File: config.mk
export PLATFORM = sky130hd
export DESIGN_NAME = pulse_tx
export DESIGN_NICKNAME = d
export VERILOG_FILES = /design/src/rtl/pulse_link_pkg.sv /design/src/rtl/slot_timer.sv /design/src/rtl/pulse_tx.sv
export SDC_FILE = /design/constraint.sdc
export NUM_CORES = 1
export LEC_CHECK = 0
export BUFFER_PORTS_ARGS = -buffer_cell sky130_fd_sc_hd__buf_2
export CORE_UTILIZATION = 46
export DETAILED_ROUTE_END_ITERATION = 8
export HOLD_SLACK_MARGIN = 0.05
export PLACE_DENSITY = 0.64
export SLEW_MARGIN = 10
export SYNTH_ARGS = -nofsm -noshare
export SYNTH_HDL_FRONTEND = slang
export SYNTH_SLANG_ARGS = --single-unit
File: constraint.sdc
create_clock -name clk -period 7.5 [get_ports clk]
set_input_delay 0 -clock clk [delete_from_list [all_inputs] [get_ports clk]]
set_output_delay 0 -clock clk [all_outputs]
set_load 0.01 [all_outputs]
File: src/rtl/pulse_link_pkg.sv
// Shared definitions for the on-off-keyed wake-up link.
// The transmitter and the receiver both import these timing defaults so they agree on slot timing.
package pulse_link_pkg;

   typedef enum logic [1:0] {
      IDLE  = 2'd0,
      START = 2'd1,
      DATA  = 2'd2,
      GUARD = 2'd3
   } state_t;

   localparam int DEF_WIDTH        = 8;
   localparam int DEF_SLOT_CYCLES  = 10000;
   localparam int DEF_PULSE_CYCLES = 1;
   localparam int DEF_MID_CYCLE    = 5000;

endpackage

File: src/rtl/slot_timer.sv
// Wrapping bit-slot counter for pulse_tx. It runs while a frame is active and
// rests at zero otherwise.
module slot_timer #(
   parameter int SLOT_CYCLES  = 10000,
   parameter int PULSE_CYCLES = 1,
   parameter int MID_CYCLE    = 5000,
   localparam int CW          = $clog2(SLOT_CYCLES)
) (
   input  logic clk_i,
   input  logic rst_ni,
   input  logic run_i,
   output logic slot_end_o,
   output logic pulse_win_o,
   output logic mid_o
);

   localparam logic [CW-1:0] LAST_CNT  = CW'(SLOT_CYCLES - 1);
   localparam logic [CW-1:0] PULSE_CNT = CW'(PULSE_CYCLES);
   localparam logic [CW-1:0] MID_CNT   = CW'(MID_CYCLE);

   logic [CW-1:0] cnt_q, cnt_d;

   always_comb begin
      if (!run_i || cnt_q == LAST_CNT) cnt_d = '0;
      else                             cnt_d = cnt_q + CW'(1);
   end

   assign slot_end_o  = run_i && (cnt_q == LAST_CNT);
   // These two flags describe the count held in the next cycle, so the
   // pulse_tx output registers line up with the slot they belong to.
   assign pulse_win_o = (cnt_d < PULSE_CNT);
   assign mid_o       = (cnt_d == MID_CNT);

   always_ff @(posedge clk_i or negedge rst_ni) begin
      if (!rst_ni) cnt_q <= '0;
      else         cnt_q <= cnt_d;
   end

endmodule

File: src/rtl/pulse_tx.sv
// Frames a parallel word as start slot, WIDTH data slots (MSB first) and a guard slot.
// It emits an rfout pulse at the head of every 1-slot and an sh_en strobe mid-way through each data slot.
module pulse_tx
   import pulse_link_pkg::*;
#(
   parameter int WIDTH        = DEF_WIDTH,
   parameter int SLOT_CYCLES  = DEF_SLOT_CYCLES,
   parameter int PULSE_CYCLES = DEF_PULSE_CYCLES,
   parameter int MID_CYCLE    = DEF_MID_CYCLE
) (
   input  logic             clk,
   input  logic             rst,
   input  logic             start,
   input  logic [WIDTH-1:0] data,
   output logic             busy,
   output logic             done,
   output logic             rfout,
   output logic             sh_en
);

   localparam int BW = $clog2(WIDTH + 1);
   localparam logic [BW-1:0] LAST_BIT = BW'(WIDTH - 1);

   if (WIDTH < 1 || PULSE_CYCLES < 1 || PULSE_CYCLES > MID_CYCLE ||
       MID_CYCLE >= SLOT_CYCLES) begin : g_bad_params
      $error("pulse_tx: illegal WIDTH/PULSE_CYCLES/MID_CYCLE/SLOT_CYCLES combination");
   end

   state_t           state_q, state_d;
   logic [WIDTH-1:0] shreg_q, shreg_d;
   logic [BW-1:0]    bitcnt_q, bitcnt_d;
   logic             busy_q, done_q, rfout_q, sh_en_q;
   logic             busy_d, done_d, rfout_d, sh_en_d;
   logic             slot_bit_d;
   logic             slot_end, pulse_win_nxt, mid_nxt;

   slot_timer #(
      .SLOT_CYCLES (SLOT_CYCLES),
      .PULSE_CYCLES(PULSE_CYCLES),
      .MID_CYCLE   (MID_CYCLE)
   ) u_slot_timer (
      .clk_i      (clk),
      .rst_ni     (rst),
      .run_i      (state_q != IDLE),
      .slot_end_o (slot_end),
      .pulse_win_o(pulse_win_nxt),
      .mid_o      (mid_nxt)
   );

   always_comb begin
      // NOTE: every signal written here gets a default first, so no path can leave one unassigned and infer a latch.
      state_d  = state_q;
      shreg_d  = shreg_q;
      bitcnt_d = bitcnt_q;
      done_d   = 1'b0;
      unique case (state_q)
         IDLE: if (start) begin
            state_d  = START;
            shreg_d  = data;
            bitcnt_d = '0;
         end
         START: if (slot_end) state_d = DATA;
         DATA: if (slot_end) begin
            shreg_d = shreg_q << 1;
            if (bitcnt_q == LAST_BIT) begin
               state_d  = GUARD;
               bitcnt_d = '0;
            end else begin
               bitcnt_d = bitcnt_q + BW'(1);
            end
         end
         GUARD: if (slot_end) begin
            state_d = IDLE;
            done_d  = 1'b1;
         end
         default: state_d = IDLE;
      endcase

      // Outputs are derived from the next state so they can be registered without a cycle of lag.
      unique case (state_d)
         START:   slot_bit_d = 1'b1;
         DATA:    slot_bit_d = shreg_d[WIDTH-1];
         default: slot_bit_d = 1'b0;
      endcase
      rfout_d = pulse_win_nxt && slot_bit_d;
      sh_en_d = (state_d == DATA) && mid_nxt;
      busy_d  = (state_d != IDLE);
   end

   always_ff @(posedge clk or negedge rst) begin
      if (!rst) begin
         state_q  <= IDLE;
         shreg_q  <= '0;
         bitcnt_q <= '0;
         busy_q   <= 1'b0;
         done_q   <= 1'b0;
         rfout_q  <= 1'b0;
         sh_en_q  <= 1'b0;
      end else begin
         // NOTE: non-blocking assignments so every register samples the pre-edge values.
         state_q  <= state_d;
         shreg_q  <= shreg_d;
         bitcnt_q <= bitcnt_d;
         busy_q   <= busy_d;
         done_q   <= done_d;
         rfout_q  <= rfout_d;
         sh_en_q  <= sh_en_d;
      end
   end

   assign busy  = busy_q;
   assign done  = done_q;
   assign rfout = rfout_q;
   assign sh_en = sh_en_q;

endmodule

Word-level counts from Yosys, hierarchy flattened
Index checks and enable logic that the tools add are counted.
{ "totals": {"inputBits": 11, "elab_cells": 49, "ff_bits": 32, "output_inout_bits": 4} }
{ "classes": {"n_eq_ne": 10, "n_reduce_logical": 10, "magnitude_cmp": 1, "n_addsub": 2, "mux": 17} }
{ "op_table": {"columns": ["operator", "count"], "rows": [
  ["2-to-1 mux 8 bit", 2],
  ["case mux 8 bit (2 select lines)", 1],
  ["adder 14 x 1 -> 14 bit, second input constant", 1],
  ["== test 14 x 13 -> 1 bit, second input constant", 1],
  ["== test 14 bit, second input constant", 1],
  ["less-than comparator 14 x 1 -> 1 bit, second input constant", 1],
  ["2-to-1 mux 14 bit", 1],
  ["2-to-1 mux 4 bit", 3],
  ["2-to-1 mux 2 bit", 5],
  ["case mux 2 bit (4 select lines)", 1],
  ["case mux 4 bit (2 select lines)", 1],
  ["== test 2 bit, second input constant", 3],
  ["nonzero test 2 bit", 3],
  ["adder 4 x 1 -> 4 bit, second input constant", 1],
  ["== test 2 x 1 -> 1 bit, second input constant", 2],
  ["== test 4 x 3 -> 1 bit, second input constant", 1],
  ["inequality test 2 bit, second input constant", 2],
  ["logical AND 1 bit", 3],
  ["AND reduction 3 bit", 1],
  ["zero test 2 bit", 1],
  ["2-to-1 mux 1 bit", 2],
  ["case mux 1 bit (2 select lines)", 1],
  ["zero test 1 bit", 1],
  ["logical OR 1 bit", 1]
]} }

Logic depth before layout (Yosys ltp)
{ "depth": {"word_depth": 7, "depth_mapped": 12, "depth_no_buf": 12} }

Modules after synthesis
From an unflattened synthesis, not the netlist that was laid out.
{ "hier_totals": {"hier_cells": 196, "hier_area_um2": 1929.4} }
{ "by_module_without_submodules": {"columns": ["module", "cells_per_inst", "n_inst", "seq_area_each_um2", "area_each_um2"], "rows": [
  ["slot_timer", 110, 1, 350.3, 1001.0],
  ["pulse_tx", 86, 1, 450.4, 928.4]
]} }

Least setup slack after synthesis
No wires, ideal clock.
{ "synth_timing": {"path_type": "register to register", "from": "register u_slot_timer.cnt_q[12]", "to": "register rfout_q, in the netlist rfout", "t_required_ns": 7.380, "path_buffers": 1, "arrival_time_ns": 2.402, "stages_incl_launch_ff": 12, "setup_time_ns": 0.120, "slack_ns": 4.979, "period_less_slack_ns": 2.521, "path_cell_list": "dfrtp_1 -> buf_6 -> or4_4 -> nor4_4 -> nand2_1 -> xnor2_1 -> inv_1 -> ha_1 -> o21ai_0 -> nor2_1 -> o21ai_1 -> and3b_1"} }
{ "synth_via": {"elab_chain_cells": 7, "word_cells_on_any_way": 16, "cone_classes": "add/sub: 1; order compare: 1; eq/ne: 3; mux: 8; reduce/logical: 3"} }
{ "synth_lines": {"columns": ["element", "line", "rtl"], "rows": [
  ["from (decl)", "slot_timer.sv:21", "logic [CW-1:0] cnt_q, cnt_d;"],
  ["from (signal assigned)", "slot_timer.sv:36", "else cnt_q <= cnt_d;"],
  ["== test 14 bit *", "slot_timer.sv:28", "assign slot_end_o = run_i && (cnt_q == LAST_CNT);"],
  ["logical AND 1 bit *", "slot_timer.sv:28", null],
  ["2-to-1 mux 2 bit (on tied branches)", "pulse_tx.sv:72, pulse_tx.sv:62, pulse_tx.sv:63", null],
  ["case mux 2 bit (4 select lines) *", "pulse_tx.sv:56", "unique case (state_q)"],
  ["via state_d[1]", "pulse_tx.sv:29", "state_t state_q, state_d;"],
  ["== test 2 bit / == test 2 x 1 -> 1 bit (equally long branches)", "pulse_tx.sv:80", "unique case (state_d)"],
  ["case mux 1 bit (2 select lines) *", "pulse_tx.sv:80", null],
  ["logical AND 1 bit *", "pulse_tx.sv:85", "rfout_d = pulse_win_nxt && slot_bit_d;"],
  ["via rfout_d", "pulse_tx.sv:33", "logic busy_d, done_d, rfout_d, sh_en_d;"],
  ["to (signal assigned)", "pulse_tx.sv:106", "rfout_q <= rfout_d;"],
  ["to (decl)", "pulse_tx.sv:32", "logic busy_q, done_q, rfout_q, sh_en_q;"]
]} }
Mark *: on every way through the listed nets, which the timed path passes. The rest lies on a longest branch. The select of a mux whose other input is x is not followed.
A chain may end at the register's enable or synchronous reset.

Worst setup path in the final report
{ "layout_timing": {"from": "register u_slot_timer.cnt_q[4]", "to": "register rfout_q, in the netlist rfout"} }
The elaborated chain is that of the path after synthesis.

==> results.ini <==
[worst_setup_path]
r2r-start = u_slot_timer.cnt_q[4]$_DFF_PN0_
critPathKind = reg2reg
critPathMaxFanout = 10
path_cells = or4_4 > nor4_4 > nand2_1 > xnor2_1 > inv_1 > ha_1 > o21ai_0 > nor2_1 > o21ai_1 > and3b_1
critical_path.max_stage_delay_ns = 0.54
cp_data_arrival_time_ns = 2.96
crit_path_end_kind = flop
start_kind = flop
slowest_stage = or4_4
worst-path-buf-inv = 1
required_ns = 7.67
rr_worst_depth = 10
reg2reg_to = rfout$_DFF_PN0_
crit_family = simple AND/OR/NAND/NOR gates
r2r_setup_slack_ns = 4.71

[finish]
finalNetCount = 236
fillers = 360
utilization_pct = 55.2
final_area_um2 = 2070
seqCellArea_um2 = 801
area_growth_syn_to_layout_pct = 12.8
drive_gt1_share_pct = 13.1
multi_input_area_um2 = 940
antenna_cells = 0

[pwr]
total_power_mw = 0.499
p_leak_nw = 0.919
peakVddDrop_mv = 0.134
powerDensity_nw_per_um2 = 241

[hold_path]
holdPathEnd = bitcnt_q[2]$_DFFE_PN0P_
holdPathStages = 4
worstHoldStart = start
hold_path_class = in2reg

[grt]
grt_max_degree = 33
grt_pass1_vias = 1406
grt_overflow = 0
antenna_found_initial = 0
grt_pass1_wl_um = 6940
grt_use_total_pct = 22.1

[logic_synthesis]
synth_nets = 219
synthTopCellsByArea = dfrtp_1 44%, nand2_1 5.7%, nor2_1 5.7%
synthTopCellsByCount = 32 x dfrtp_1, 28 x nand2_1, 28 x nor2_1
ys_async_sr_fraction_pct = 100
netlist_instances = 203
yosysUniqueCellTypes = 46
syn_area_um2 = 1830
yosys.area.top_type_share_pct = 43.7
synthFlopType = dfrtp_1
synth.most_common_cell = dfrtp_1
synth_edf_count = 0
yosys.area.top_type = dfrtp_1
syn_avg_cell_area_um2 = 9.02
synth-seq-area-share_pct = 43.7
yosysWarnings = 0
synth-seq-cells = 32

[clock_network]
cts.clk_slew.worst_paths_ns = 0.07
cts_buffers = 5
htreeDepth = 2
cts_root_buffer = clkbuf_8
cts_buffer_depth = 2
clock_latency_ns = 0.29
post_cts_buffers = 0
cts_tree = built
cts_num_sinks = 32

[floorplanning]
start_util_pct = 48.9
ios = 15
core_area_um2 = 3740
fp-row-count = 22
die_w_um = 65.1
die_y_um = 65.1
die_area_um2 = 4240

[timing]
timing.final.ws_setup_ns = 4.71
worst_slew_pin_slew_ns = 1.01
fmax_ghz = 0.359
fin_skew_ns = 0.00943
slew_viol_final = 0
fin_crit_ns = 2.79
hold_violations = 0
setup_violations = 0
rsz0062_at_grt = false
final.setup.tns_ns = 0
relSlewSlack_pct = 32.2
layout_worst_path_cycle_share_pct = 37.2

[routing]
drtIter0Drc = 91
vias = 1508
wl_um = 3980
viasPerCell = 5.61
drtAntennaViolNets = 0
post_drt_wl_per_cell_um = 14.8
drc = 0
drt_pre_antenna_iters = 4

[place]
placed_cell_area_um2 = 1900
port_buffers = 14
post-place-ws_ns = 4.73
gp_congestion = 0.857
dpl.hpwl_um = 2710

[run]
cap_violations = 0

[run_status]
outcome = finished clean

per-stage QoR:
stage,std cells,hold slack (ns)
2_1_floorplan,203,-0.296
3_3_place_gp,253,0.0833
3_5_place_dp,253,0.0942
4_1_cts,269,0.124
5_1_grt,269,0.127
6_report,269,0.126
layout make-up:
type	instances	share of cell area [%]
Clock buffer	8	4.36
Multi-Input combinational cell	152	45.5
Tap cell	48	2.91
Timing Repair Buffer	22	7.26
Sequential cell	32	38.7
Inverter	7	1.27
timing repair:
action	in CTS	in global routing
hold buffers	8	0
gates resized for setup	0	0
hold endpoints to repair	39	0
power by group:
part | switching (mW) | leakage (nW) | total (mW) | internal (mW)
sequential | 0.0488 | 0.408 | 0.247 | 0.198
clock | 0.0636 | 0.0455 | 0.138 | 0.0748
combinational | 0.0569 | 0.466 | 0.114 | 0.0572
how the worst max path moves through the flow:
stage	from	slack, ns	endpoint	cells after the start
5_1_grt	u_slot_timer.cnt_q[4]$_DFF_PN0_	4.49	rfout$_DFF_PN0_	10
2_1_floorplan	u_slot_timer.cnt_q[12]$_DFF_PN0_	4.98	rfout$_DFF_PN0_	11
6_report	u_slot_timer.cnt_q[4]$_DFF_PN0_	4.71	rfout$_DFF_PN0_	10
3_3_place_gp	u_slot_timer.cnt_q[4]$_DFF_PN0_	4.88	rfout$_DFF_PN0_	10
4_1_cts	u_slot_timer.cnt_q[4]$_DFF_PN0_	4.73	rfout$_DFF_PN0_	10
3_5_place_dp	u_slot_timer.cnt_q[4]$_DFF_PN0_	4.73	rfout$_DFF_PN0_	10
metal layers:
metal	up-vias	wire, µm	track usage [%]
met5	-	0	0
met3	6	189	5.73
met1	724	1810	28.4
met4	0	57	8.97
li1	735	-	-
met2	43	1920	35.4
layout by cell type (no fill, tap or decap), drive strengths merged, types with 2 or more instances in the layout:
cell / count
dfrtp: 32
nor2: 28
nand2: 28
buf: 14
xnor2: 10
nand3: 9
o21ai: 9
dlygate4sd3: 8
clkbuf: 8
inv: 7
a22oi: 7
xor2: 6
nor3: 5
ha: 5
a21oi: 4
or2: 3
mux2i: 3
o31ai: 3
nor3b: 3
nor4: 3
nand4: 2
and3: 2
and4: 2
nor2b: 2
a31oi: 2
cell families (layout without fill, tap and decap cells):
kind of cell / Yosys count / count (layout) / synth area share, %
AO/OA/AOI/OAI: 33 / 33 / 12.3
XOR/XNOR: 16 / 16 / 7.65
adder cells (fa/ha/maj): 5 / 5 / 3.42
buffers and inverters: 19 / 37 / 4.99
flip-flops: 32 / 32 / 43.7
multiplexers: 4 / 4 / 2.25
AND/OR/NAND/NOR: 94 / 94 / 25.7
tightest hold or removal path: cells and delay by family:
kind                   cells  cell delay, ns
and+or+nand+nor            1            0.10
AOI/OAI and AO/OA          2            0.15
buffers and inverters      1            0.12
sequential cells by signal, summed over array words and instances, names as in the netlist:
signal              flops
bitcnt_q                4
busy                    1
done                    1
rfout                   1
sh_en                   1
shreg_q                 8
state_q                 2
u_slot_timer.cnt_q     14
No activity file was read; power rests on OpenSTA's default activity.
